[src/rtl/otp_scan_display.sv]
// otp_scan_display: two-channel time-multiplexed 7-segment driver showing snapshots of the user and LFSR OTP values.
module otp_scan_display #(
  parameter int DIGITS       = 4,
  parameter int REFRESH_DIV  = 1000,
  parameter int BLINK_FRAMES = 64,
  parameter bit SEG_ACT_LOW  = 1'b0,
  parameter bit AN_ACT_LOW   = 1'b0
) (
  input  logic                  clk,
  input  logic                  rst,
  input  logic [4*DIGITS-1:0]   user_otp,
  input  logic [4*DIGITS-1:0]   lfsr_otp,
  input  logic                  load,
  input  logic [1:0]            mode,
  input  logic                  blink,
  output logic [6:0]            seg1,
  output logic [6:0]            seg2,
  output logic [DIGITS-1:0]     an1,
  output logic [DIGITS-1:0]     an2
);
  localparam int W  = 4 * DIGITS;
  localparam int PW = REFRESH_DIV > 1 ? $clog2(REFRESH_DIV) : 1;
  localparam int IW = DIGITS > 1 ? $clog2(DIGITS) : 1;
  localparam int FW = BLINK_FRAMES > 1 ? $clog2(BLINK_FRAMES) : 1;

  function automatic logic [6:0] hex7(input logic [3:0] n);
    case (n)
      4'h0: hex7 = 7'h3F;
      4'h1: hex7 = 7'h06;
      4'h2: hex7 = 7'h5B;
      4'h3: hex7 = 7'h4F;
      4'h4: hex7 = 7'h66;
      4'h5: hex7 = 7'h6D;
      4'h6: hex7 = 7'h7D;
      4'h7: hex7 = 7'h07;
      4'h8: hex7 = 7'h7F;
      4'h9: hex7 = 7'h6F;
      4'hA: hex7 = 7'h77;
      4'hB: hex7 = 7'h7C;
      4'hC: hex7 = 7'h39;
      4'hD: hex7 = 7'h5E;
      4'hE: hex7 = 7'h79;
      default: hex7 = 7'h71;
    endcase
  endfunction

  logic [PW-1:0]     pre;
  logic [IW-1:0]     idx;
  logic [FW-1:0]     fc;
  logic              phase;
  logic [W-1:0]      snap_u, snap_l;
  logic [1:0]        mode_r;
  logic              blink_r;
  logic [6:0]        s1, s2;
  logic [DIGITS-1:0] a1, a2;
  logic              pre_tc, idx_wrap, frame_tc, off1, off2;
  logic [3:0]        nib_u, nib_l;
  logic [DIGITS-1:0] sel;

  always_comb begin
    pre_tc   = pre == PW'(REFRESH_DIV - 1);
    idx_wrap = idx == IW'(DIGITS - 1);
    frame_tc = fc == FW'(BLINK_FRAMES - 1);
    off1     = mode_r[1] | (blink_r & phase);
    off2     = mode_r[0] | (blink_r & phase);
    nib_u    = 4'(snap_u >> {idx, 2'b00});
    nib_l    = 4'(snap_l >> {idx, 2'b00});
    sel      = DIGITS'(1) << idx;
  end

  // Outputs decode the state as it stood before this edge, giving the 1-cycle latency
  always_ff @(posedge clk or posedge rst) begin
    if (rst) begin
      pre     <= '0;
      idx     <= '0;
      fc      <= '0;
      phase   <= 1'b0;
      snap_u  <= '0;
      snap_l  <= '0;
      mode_r  <= '0;
      blink_r <= 1'b0;
      s1      <= '0;
      s2      <= '0;
      a1      <= '0;
      a2      <= '0;
    end else begin
      pre <= pre_tc ? '0 : pre + 1'b1;
      if (pre_tc) idx <= idx_wrap ? '0 : idx + 1'b1;
      if (pre_tc && idx_wrap) begin
        fc <= frame_tc ? '0 : fc + 1'b1;
        if (frame_tc) phase <= ~phase;
      end
      if (load) begin
        snap_u <= user_otp;
        snap_l <= lfsr_otp;
      end
      mode_r  <= mode;
      blink_r <= blink;
      s1      <= off1 ? '0 : hex7(nib_u);
      s2      <= off2 ? '0 : hex7(nib_l);
      a1      <= off1 ? '0 : sel;
      a2      <= off2 ? '0 : sel;
    end
  end

  assign seg1 = SEG_ACT_LOW ? ~s1 : s1;
  assign seg2 = SEG_ACT_LOW ? ~s2 : s2;
  assign an1  = AN_ACT_LOW ? ~a1 : a1;
  assign an2  = AN_ACT_LOW ? ~a2 : a2;
endmodule

[config.mk]
export PLATFORM = sky130hd
export DESIGN_NAME = otp_scan_display
export DESIGN_NICKNAME = d
export VERILOG_FILES = /design/src/rtl/otp_scan_display.sv
export SDC_FILE = /design/constraint.sdc
export NUM_CORES = 1
export LEC_CHECK = 0
export CORE_ASPECT_RATIO = 0.8
export CORE_MARGIN = 1
export CORE_UTILIZATION = 57
export DETAILED_ROUTE_END_ITERATION = 16
export PLACE_DENSITY = 0.86
export SLEW_MARGIN = 20
export SYNTH_ARGS = -nofsm -noshare
export SYNTH_HDL_FRONTEND = slang
export SYNTH_SLANG_ARGS = --single-unit
[constraint.sdc]
create_clock -name clk -period 5.99 [get_ports clk]
set_input_delay 0.8985 -clock clk [delete_from_list [all_inputs] [get_ports clk]]
set_output_delay 0.8985 -clock clk [all_outputs]
set_load 0.01 [all_outputs]
Yosys cells after proc, flatten, opt, wreduce, memory -nomap -nowiden
Memory sizes are Yosys's and may differ from the RTL's.
Index checks and enable logic that the tools add are counted.
- output and inout bits: 22
- input bits: 38
- bits in registers: 76
- memories kept: 2
- logic and storage cells: 36
- memory bits (read-only): 224
- memories (memory ; depth ; bits a word ; rd ports ; clocked after memory_dff ; wr ports ; RTL line ; RTL):
    (no name shown) ; 16 ; 7 ; 1 ; 0 ; 0 ; 27 ; case (n)
    (no name shown) ; 16 ; 7 ; 1 ; 0 ; 0 ; 27 ;
- muxes and demuxes: 7
- shift-type cells: 3
- bitwise logic cells: 4
- reductions and logical operators: 2
- eq/ne operators: 3
- add/sub/neg operators: 3
- operators by type and width (kind ; count):
    16-bit by 4-bit right shift with 4-bit output ; 2
    7-bit 2-to-1 mux ; 2
    10-bit by 1-bit adder with 10-bit output, second input constant ; 1
    10-bit == test, second input constant ; 1
    10-bit 2-to-1 mux ; 1
    4-bit 2-to-1 mux ; 2
    6-bit by 1-bit adder with 6-bit output, second input constant ; 1
    6-bit == test, second input constant ; 1
    6-bit 2-to-1 mux ; 1
    1-bit by 2-bit << shifter with 4-bit output, first input constant ; 1
    2-bit by 1-bit adder with 2-bit output, second input constant ; 1
    2-bit == test, second input constant ; 1
    2-bit 2-to-1 mux ; 1
    1-bit OR ; 2
    2-bit AND reduction ; 1
    1-bit bitwise AND ; 1
    1-bit logical AND ; 1
    1-bit inverter ; 1

Logic depth before layout (Yosys ltp)
Gate-level depths: netlist (run 1).
- word-level depth: 3
- mapped depth: 7
- mapped depth without buffers: 6

Least setup slack after synthesis (run 1)
Ideal clock, no wire load.
- kind: register -> register
- start: register idx[0]
- end: register s2[0], in the netlist seg2[0]
- data required time: 5.918 ns
- buffers on the path: 1
- arrival time: 1.959 ns
- cell stages (with the launch flop): 7
- path slack: 3.959 ns
- setup time: 0.072 ns
- clock period less this slack: 2.031 ns
- path through: dfrtp_1 buf_6 mux4_1 ha_1 or3b_1 o221a_1 nor2_1
- word-level cells in the longest chain between the ends: 3
- ends and longest elaborated chain (item ; RTL line ; RTL):
    start: declaration ; 48 ; logic [IW-1:0] idx;
    start signal: assignment ; 88 ; if (pre_tc) idx <= idx_wrap ? '0 : idx + 1'b1;
    16-bit by 4-bit right shift with 4-bit output ; 67 ; nib_l = 4'(snap_l >> {idx, 2'b00});
    memory read 16 x 7 bit ; n/a ;
    7-bit 2-to-1 mux ; 100 ; s2 <= off2 ? '0 : hex7(nib_l);
    end signal: assignment ; 100 ;
    end: declaration ; 54 ; logic [6:0] s1, s2;
Every way passes these cells.
A chain may end at the register's enable or synchronous reset.

Worst setup path in the final report (run 1)
- start: register idx[0]
- end: register s1[4], in the netlist seg1[4]
- word-level cells in the longest chain between the ends: 3
- ends and longest elaborated chain (item ; RTL line ; RTL):
    16-bit by 4-bit right shift with 4-bit output ; 66 ; nib_u = 4'(snap_u >> {idx, 2'b00});
    memory read 16 x 7 bit ; n/a ;
    7-bit 2-to-1 mux ; 99 ; s1 <= off1 ? '0 : hex7(nib_u);
    end signal: assignment ; 99 ;
    end: declaration ; 54 ;
Every way passes these cells.

==> results.toml, run 1 <==
[global_routing]
grt_start_max_net_pins = 77
gr-total-overflow = 0
grt_pass1_wl_um = 11400
number_of_antenna_violations_at_the_first_check_in_global_routing = 0
vias_in_the_first_global_route = 2345
total_global_routing_track_utilization = 0.228

[logic_synthesis]
synth-edff-count = 0
synth_top_area_cell = "dfrtp_1"
most_common_cell_in_the_synthesized_netlist = "dfrtp_1"
synthTopCellsByCount = "dfrtp_1, mux2_2, ha_1"
synthesis.area_um2 = 3610
synth_async_sr_flop_share = 1.00
synth_cell_types = 51
avg_inst_size_synth_um2 = 12.9
synth-seq-cells = 76
synth_area_leaders = "dfrtp_1, mux2_2, ha_1"
postSynthNetCount = 335
synth.top_cell.area_share = 0.527
netlist_instances = 279
synth_sequential_area_ratio = 0.527
dominantRegCellSynth = "dfrtp_1"
synth_warn = 0

[setup_path]
start_kind = "flop"
critical_path_class = "reg -> reg"
chain_of_cells_forming_the_critical_path = "mux4_1, inv_1, ha_1, mux2i_1, o221a_2"
worstPathArrival_ns = 2.65
critPathMaxStageDelay_ns = 0.74
worstSetupStartpoint = "idx[0]"
max_stage_delay_cell_worst_path = "mux4_1"
crit_path_max_fanout = 12
critical_path_required_time_ns = 6.23
crit_path_end_kind = "flop"
critical_r2r_launch = "idx[0]"

[routing]
drtIter0Drc = 154
drt_pre_antenna_iters = 4
wl_met1_um = 3100
detailroute.wirelength.met2_um = 3050
post-route-drc-count = 0
antenna_nets_post_route = 0
dr.max_layer_used = "met4"
dr_wl_met3_um = 341
postRouteWirelength_um = 6580
route.detailed.wl_per_inst_um = 15.5
vias = 2376
route.detailed.vias_per_inst = 5.60

[timing]
final_hold_vios = 0
fin_setup_tns_ns = 0
tightest_slew_margin_relative_to_the_limit = 0.389
timing.final.crit_share = 0.403
final-max-slew-violation-count = 0
worst_slew_pin_slew_ns = 0.917
setup_violations = 0
finClkSkew_ns = 0.00909
period_needed_ns = 2.42
worst_slack_ns = 3.57
rsz0062_at_grt = "no"
max_freq_mhz = 414

[placement]
place_hpwl_um = 4650
placed_area_um2 = 4240
port_buffers = 59
preCtsSetupSlack_ns = 3.58
place_congestion = 0.801

[power]
total_leakage_power_uw = 0.00196
pwr-share-comb = 0.144
power_switching_uw = 273
total_power_of_the_final_layout_uw = 1190
power.internal_uw = 921
worst_ir_drop_on_vdd_mv = 0.156
power.share.clock = 0.384
sequentialPowerShare = 0.472
switching_share = 0.229
powerDensity_nw_per_um2 = 267

[min_path]
worst_hold_path_type = "reg -> reg"
min-delay-start = "pre[0]"

[clock_network]
cts.clk_slew.worst_paths_ns = 0.08
cts_made_buffers = 9
cts-resized-gates = 0
cts_tree = "yes"
clk_latency_ns = 0.35
clock_tree.root_cell = "clkbuf_8"
cts.path.max_buffers = 2
numClockSinks = 76
post-cts-setup-buffers = 0
ctsHtreeMaxLevel = 3
cts_hold_buffers = 0

[job]
max_cap_violations = 0

[floorplan]
fp.dieArea_um2 = 6650
die_h_um = 73.2
number_of_cell_rows = 25
ios = 60
initial_utilization = 0.601
core_box_area_um2 = 6010
die-width_um = 91.0

[final_layout]
stdcell_area_um2 = 4480
post_route_cells_drive_above_1_share = 0.192
synth_to_layout_area_growth_pct = 24.0
final_nets = 394
num_antenna_cells = 0

[status]
outcome = "finished, final reports clean"
final timing paths:
kind	slack (ns)	endpoint	cells past startpoint
setup / recovery	3.57	seg1[4]	5
hold / removal	0.47	pre[0]	1
setup reg to reg	3.57	seg1[4]	5
hold reg to reg	0.47	pre[0]	1
max in group asynchronous	4.26	seg1[6]	3
min in group asynchronous	1.15	pre[2]	3
cell usage in the layout, fill, tap and decap left out, types with 3 or more instances in the layout:
master and instances:
mux2_2 33, nand3_1 5, nor2_1 15, nand2_1 9, a21oi_1 9, xor2_1 6, clkdlybuf4s50_1 59, mux4_2 4
mux2i_1 5, xnor2_1 5, dfrtp_1 76, nand4_1 5, ha_1 18, o21ai_0 3, inv_1 12, a21o_1 3
mux4_1 4, o31ai_1 3, and2_1 9, a221oi_1 3, clkbuf_8 9, bufinv_16 3
cells by family (layout without fill, tap and decap cells):
logic type / after synthesis / count (layout) / synth area share
compound gates: 36 / 36 / 0.0756
simple gates: 66 / 66 / 0.102
flops: 76 / 76 / 0.527
fa+ha+maj: 18 / 18 / 0.0624
buf+inv: 26 / 90 / 0.0357
mux: 46 / 46 / 0.171
xor+xnor: 11 / 11 / 0.0267
layout make-up:
class                           instances  area (um^2)
Clock inverter                          6          113
Multi-Input combinational cell        177         1580
Sequential cell                        76         1900
Fill cell                             419         1530
Timing Repair Buffer                   61          606
Inverter                               13         48.8
Clock buffer                           10          128
Tap cell                               81          101
state kept, by name (all words and copies together), names as in the netlist:
name and flops:
mode_r 2, phase 1, an1 4, pre 10, blink_r 1, snap_l 16, seg1 7, an2 4
idx 2, seg2 7, fc 6, snap_u 16
routing by layer:
metal,up-vias,GRT usage
li1,1117,-
met1,1159,0.307
met2,92,0.364
met3,8,0.0542
met4,0,0.0882
met5,-,0
power groups by stage:
| stage | Clock (uW) | Sequential (uW) | Combinational [uW] |
|---|---|---|---|
| 2_1_floorplan | 0 | 575 | 101 |
| 3_3_place_gp | 0 | 573 | 166 |
| 3_5_place_dp | 0 | 574 | 172 |
| 4_1_cts | 469 | 564 | 172 |
| 5_1_grt | 489 | 568 | 188 |
| 6_report | 459 | 564 | 172 |
critical path, delay by kind of cell, from the launching register on:
family	cells	cell delay, ns
DFF	1	0.71
muxes	2	0.86
adders and majority gates	1	0.28
AOI/OAI and AO/OA	1	0.28
buffers and inverters	1	0.17
per-stage QoR:
step,hold slack (ns),utilization,std cells
detailed placement,0.459,0.705,408
global route,0.501,0.745,424
finish,0.468,0.745,424
floorplan,0.433,-,279
CTS,0.469,0.745,424
global placement,0.444,0.705,408
Note: power is estimated with default switching activity, not from simulation.
==> run 2, diff against run 1 <==
--- a/config.mk
+++ b/config.mk
@@ -7,9 +7,9 @@
 export LEC_CHECK = 0
 export CORE_ASPECT_RATIO = 0.8
 export CORE_MARGIN = 1
-export CORE_UTILIZATION = 57
+export CORE_UTILIZATION = 48
 export DETAILED_ROUTE_END_ITERATION = 16
-export PLACE_DENSITY = 0.86
+export PLACE_DENSITY = 0.77
 export SLEW_MARGIN = 20
 export SYNTH_ARGS = -nofsm -noshare
 export SYNTH_HDL_FRONTEND = slang
==> constraint.sdc (replaced) <==
create_clock -name clk -period 2 [get_ports clk]
set_input_delay 0.3 -clock clk [delete_from_list [all_inputs] [get_ports clk]]
set_output_delay 0.3 -clock clk [all_outputs]
set_load 0.01 [all_outputs]
==> results.toml, run 2 (same netlist as run 1, synthesis figures left out) <==
[setup_path]
critical_path_class = "reg -> reg"
crit_path_max_fanout = 7
crit_path_end_kind = "flop"
critical_path_required_time_ns = 2.29
start_kind = "flop"
worstPathArrival_ns = 2.25

[floorplan]
ios = 60
initial_utilization = 0.511
number_of_cell_rows = 27
core_box_area_um2 = 7060
die_h_um = 79.6
fp.dieArea_um2 = 7870
die-width_um = 98.9

[timing]
worst_slew_pin_slew_ns = 0.553
tightest_slew_margin_relative_to_the_limit = 0.630
period_needed_ns = 1.96
max_freq_mhz = 511
rsz0062_at_grt = "yes"
setup_violations = 0
timing.final.crit_share = 0.978
final_hold_vios = 0
fin_setup_tns_ns = 0
final-max-slew-violation-count = 0
finClkSkew_ns = 0.0127

[final_layout]
num_antenna_cells = 0
final_nets = 416
post_route_cells_drive_above_1_share = 0.288
post_layout_nonfiller_instances = 452
biggestRegsByFlops = "snap_l (16), snap_u (16), pre (10)"
most-common-layout-cells = "dfrtp_1, clkdlybuf4s50_1, mux2_2"
n_fill_cell = 526
synth_to_layout_area_growth_pct = 31.3
layout.cells.most_common = "dfrtp_1"

[global_routing]
vias_in_the_first_global_route = 2405
gr-total-overflow = 0
grt_start_max_net_pins = 33
total_global_routing_track_utilization = 0.209
grt_pass1_wl_um = 12400
number_of_antenna_violations_at_the_first_check_in_global_routing = 0

[clock_network]
cts_tree = "yes"
numClockSinks = 76
cts_made_buffers = 9
clock_tree.root_cell = "clkbuf_8"
cts.clk_slew.worst_paths_ns = 0.09
clk_latency_ns = 0.36
ctsHtreeMaxLevel = 3
cts.path.max_buffers = 2

[status]
outcome = "finished, final reports clean"

[job]
max_cap_violations = 0

[routing]
drt_pre_antenna_iters = 4
vias = 2544
route.detailed.vias_per_inst = 5.63
antenna_nets_post_route = 0
drtIter0Drc = 128
postRouteWirelength_um = 8040
route.detailed.wl_per_inst_um = 17.8
post-route-drc-count = 0

[min_path]
worst_hold_path_type = "in -> async"

[power]
pwr-share-comb = 0.172
power.internal_uw = 2570
worst_ir_drop_on_vdd_mv = 0.448
power_switching_uw = 924
switching_share = 0.265
total_leakage_power_uw = 0.00204
power.share.clock = 0.339
powerDensity_nw_per_um2 = 736
sequentialPowerShare = 0.488

[placement]
port_buffers = 59
place_congestion = 0.835
dpl_cells = 428
place_hpwl_um = 5370
[run 2: cell types whose count changed in the layout (fill, tap and decap cells not counted), moves of 3 or more]
cell / before / now
buf_12: 0 / 3
buf_4: 2 / 17
mux4_2: 4 / 9
ha_1: 18 / 14
mux4_1: 4 / 1
clkinvlp_4: 0 / 3
[run 2: timing repair]
item,CTS,global route
buffers inserted,0,6
pin swaps,0,3
cloned,0,2
hold buffers,0,0
setup endpoints to repair,13,11
resized for setup,5,16
[run 2: metrics by stage]
| step | utilization | area [um^2] | power [uW] | setup WS, ns | hold slack [ns] |
|---|---|---|---|---|---|
| 3_5_place_dp | 0.621 | 4380 | 2280 | -0.162 | 0.454 |
| 2_1_floorplan | - | 3600 | 2020 | -0.0172 | 0.331 |
| 4_1_cts | 0.650 | 4590 | 3460 | 0.00852 | 0.350 |
| 5_1_grt | 0.671 | 4740 | 3650 | -0.0831 | 0.377 |
| 6_report | 0.671 | 4740 | 3490 | 0.0449 | 0.337 |
| 3_3_place_gp | 0.621 | 4380 | 2260 | -0.00542 | 0.444 |
[run 2: power groups by stage]
| stage | Clock, uW | Combinational (uW) | Sequential (uW) |
|---|---|---|---|
| floorplan | 0 | 302 | 1720 |
| global placement | 0 | 535 | 1720 |
| detailed placement | 0 | 554 | 1720 |
| CTS | 1210 | 560 | 1690 |
| global route | 1290 | 647 | 1720 |
| finish | 1180 | 601 | 1700 |
[run 2: path summary, 6_finish.rpt]
| check | start | to | slack (ns) | cells after the start |
|---|---|---|---|---|
| setup / recovery | idx[0] | seg1[1] | 0.04 | 5 |
| hold / removal | rst | snap_l[14] | 0.34 | 2 |
| setup reg to reg | idx[0] | seg1[1] | 0.04 | 5 |
| hold reg to reg | pre[0] | pre[0] | 0.48 | 1 |
| max in group asynchronous | rst | seg2[1] | 1.13 | 3 |
| min in group clk | mode[1] | mode_r[1] | 0.39 | 1 |
[run 2: worst max-delay path, cell delays in order, from the launching register on]
cell and delay [ns]:
dfrtp_2 0.47, mux4_2 0.58, inv_1 0.18, ha_1 0.28, o211ai_1 0.20, o211a_1 0.18
[run 2: area by class of cell]
cell class / instances / area [um^2] / share of cell area
Tap cell: 87 / 109 / 0.0230
Timing Repair Buffer: 81 / 801 / 0.169
Sequential cell: 76 / 1900 / 0.402
Inverter: 13 / 52.6 / 0.0111
Multi-Input combinational cell: 179 / 1670 / 0.353
Clock inverter: 6 / 71.3 / 0.0150
Clock buffer: 10 / 128 / 0.0269
[run 2: layer usage]
metal / vias up / global-route usage / part of all wire
met1: 1268 / 0.295 / 0.46
met3: 12 / 0.0727 / 0.072
li1: 1163 / - / -
met5: - / 0 / 0
met2: 101 / 0.299 / 0.46
met4: 0 / 0.0746 / 0.012
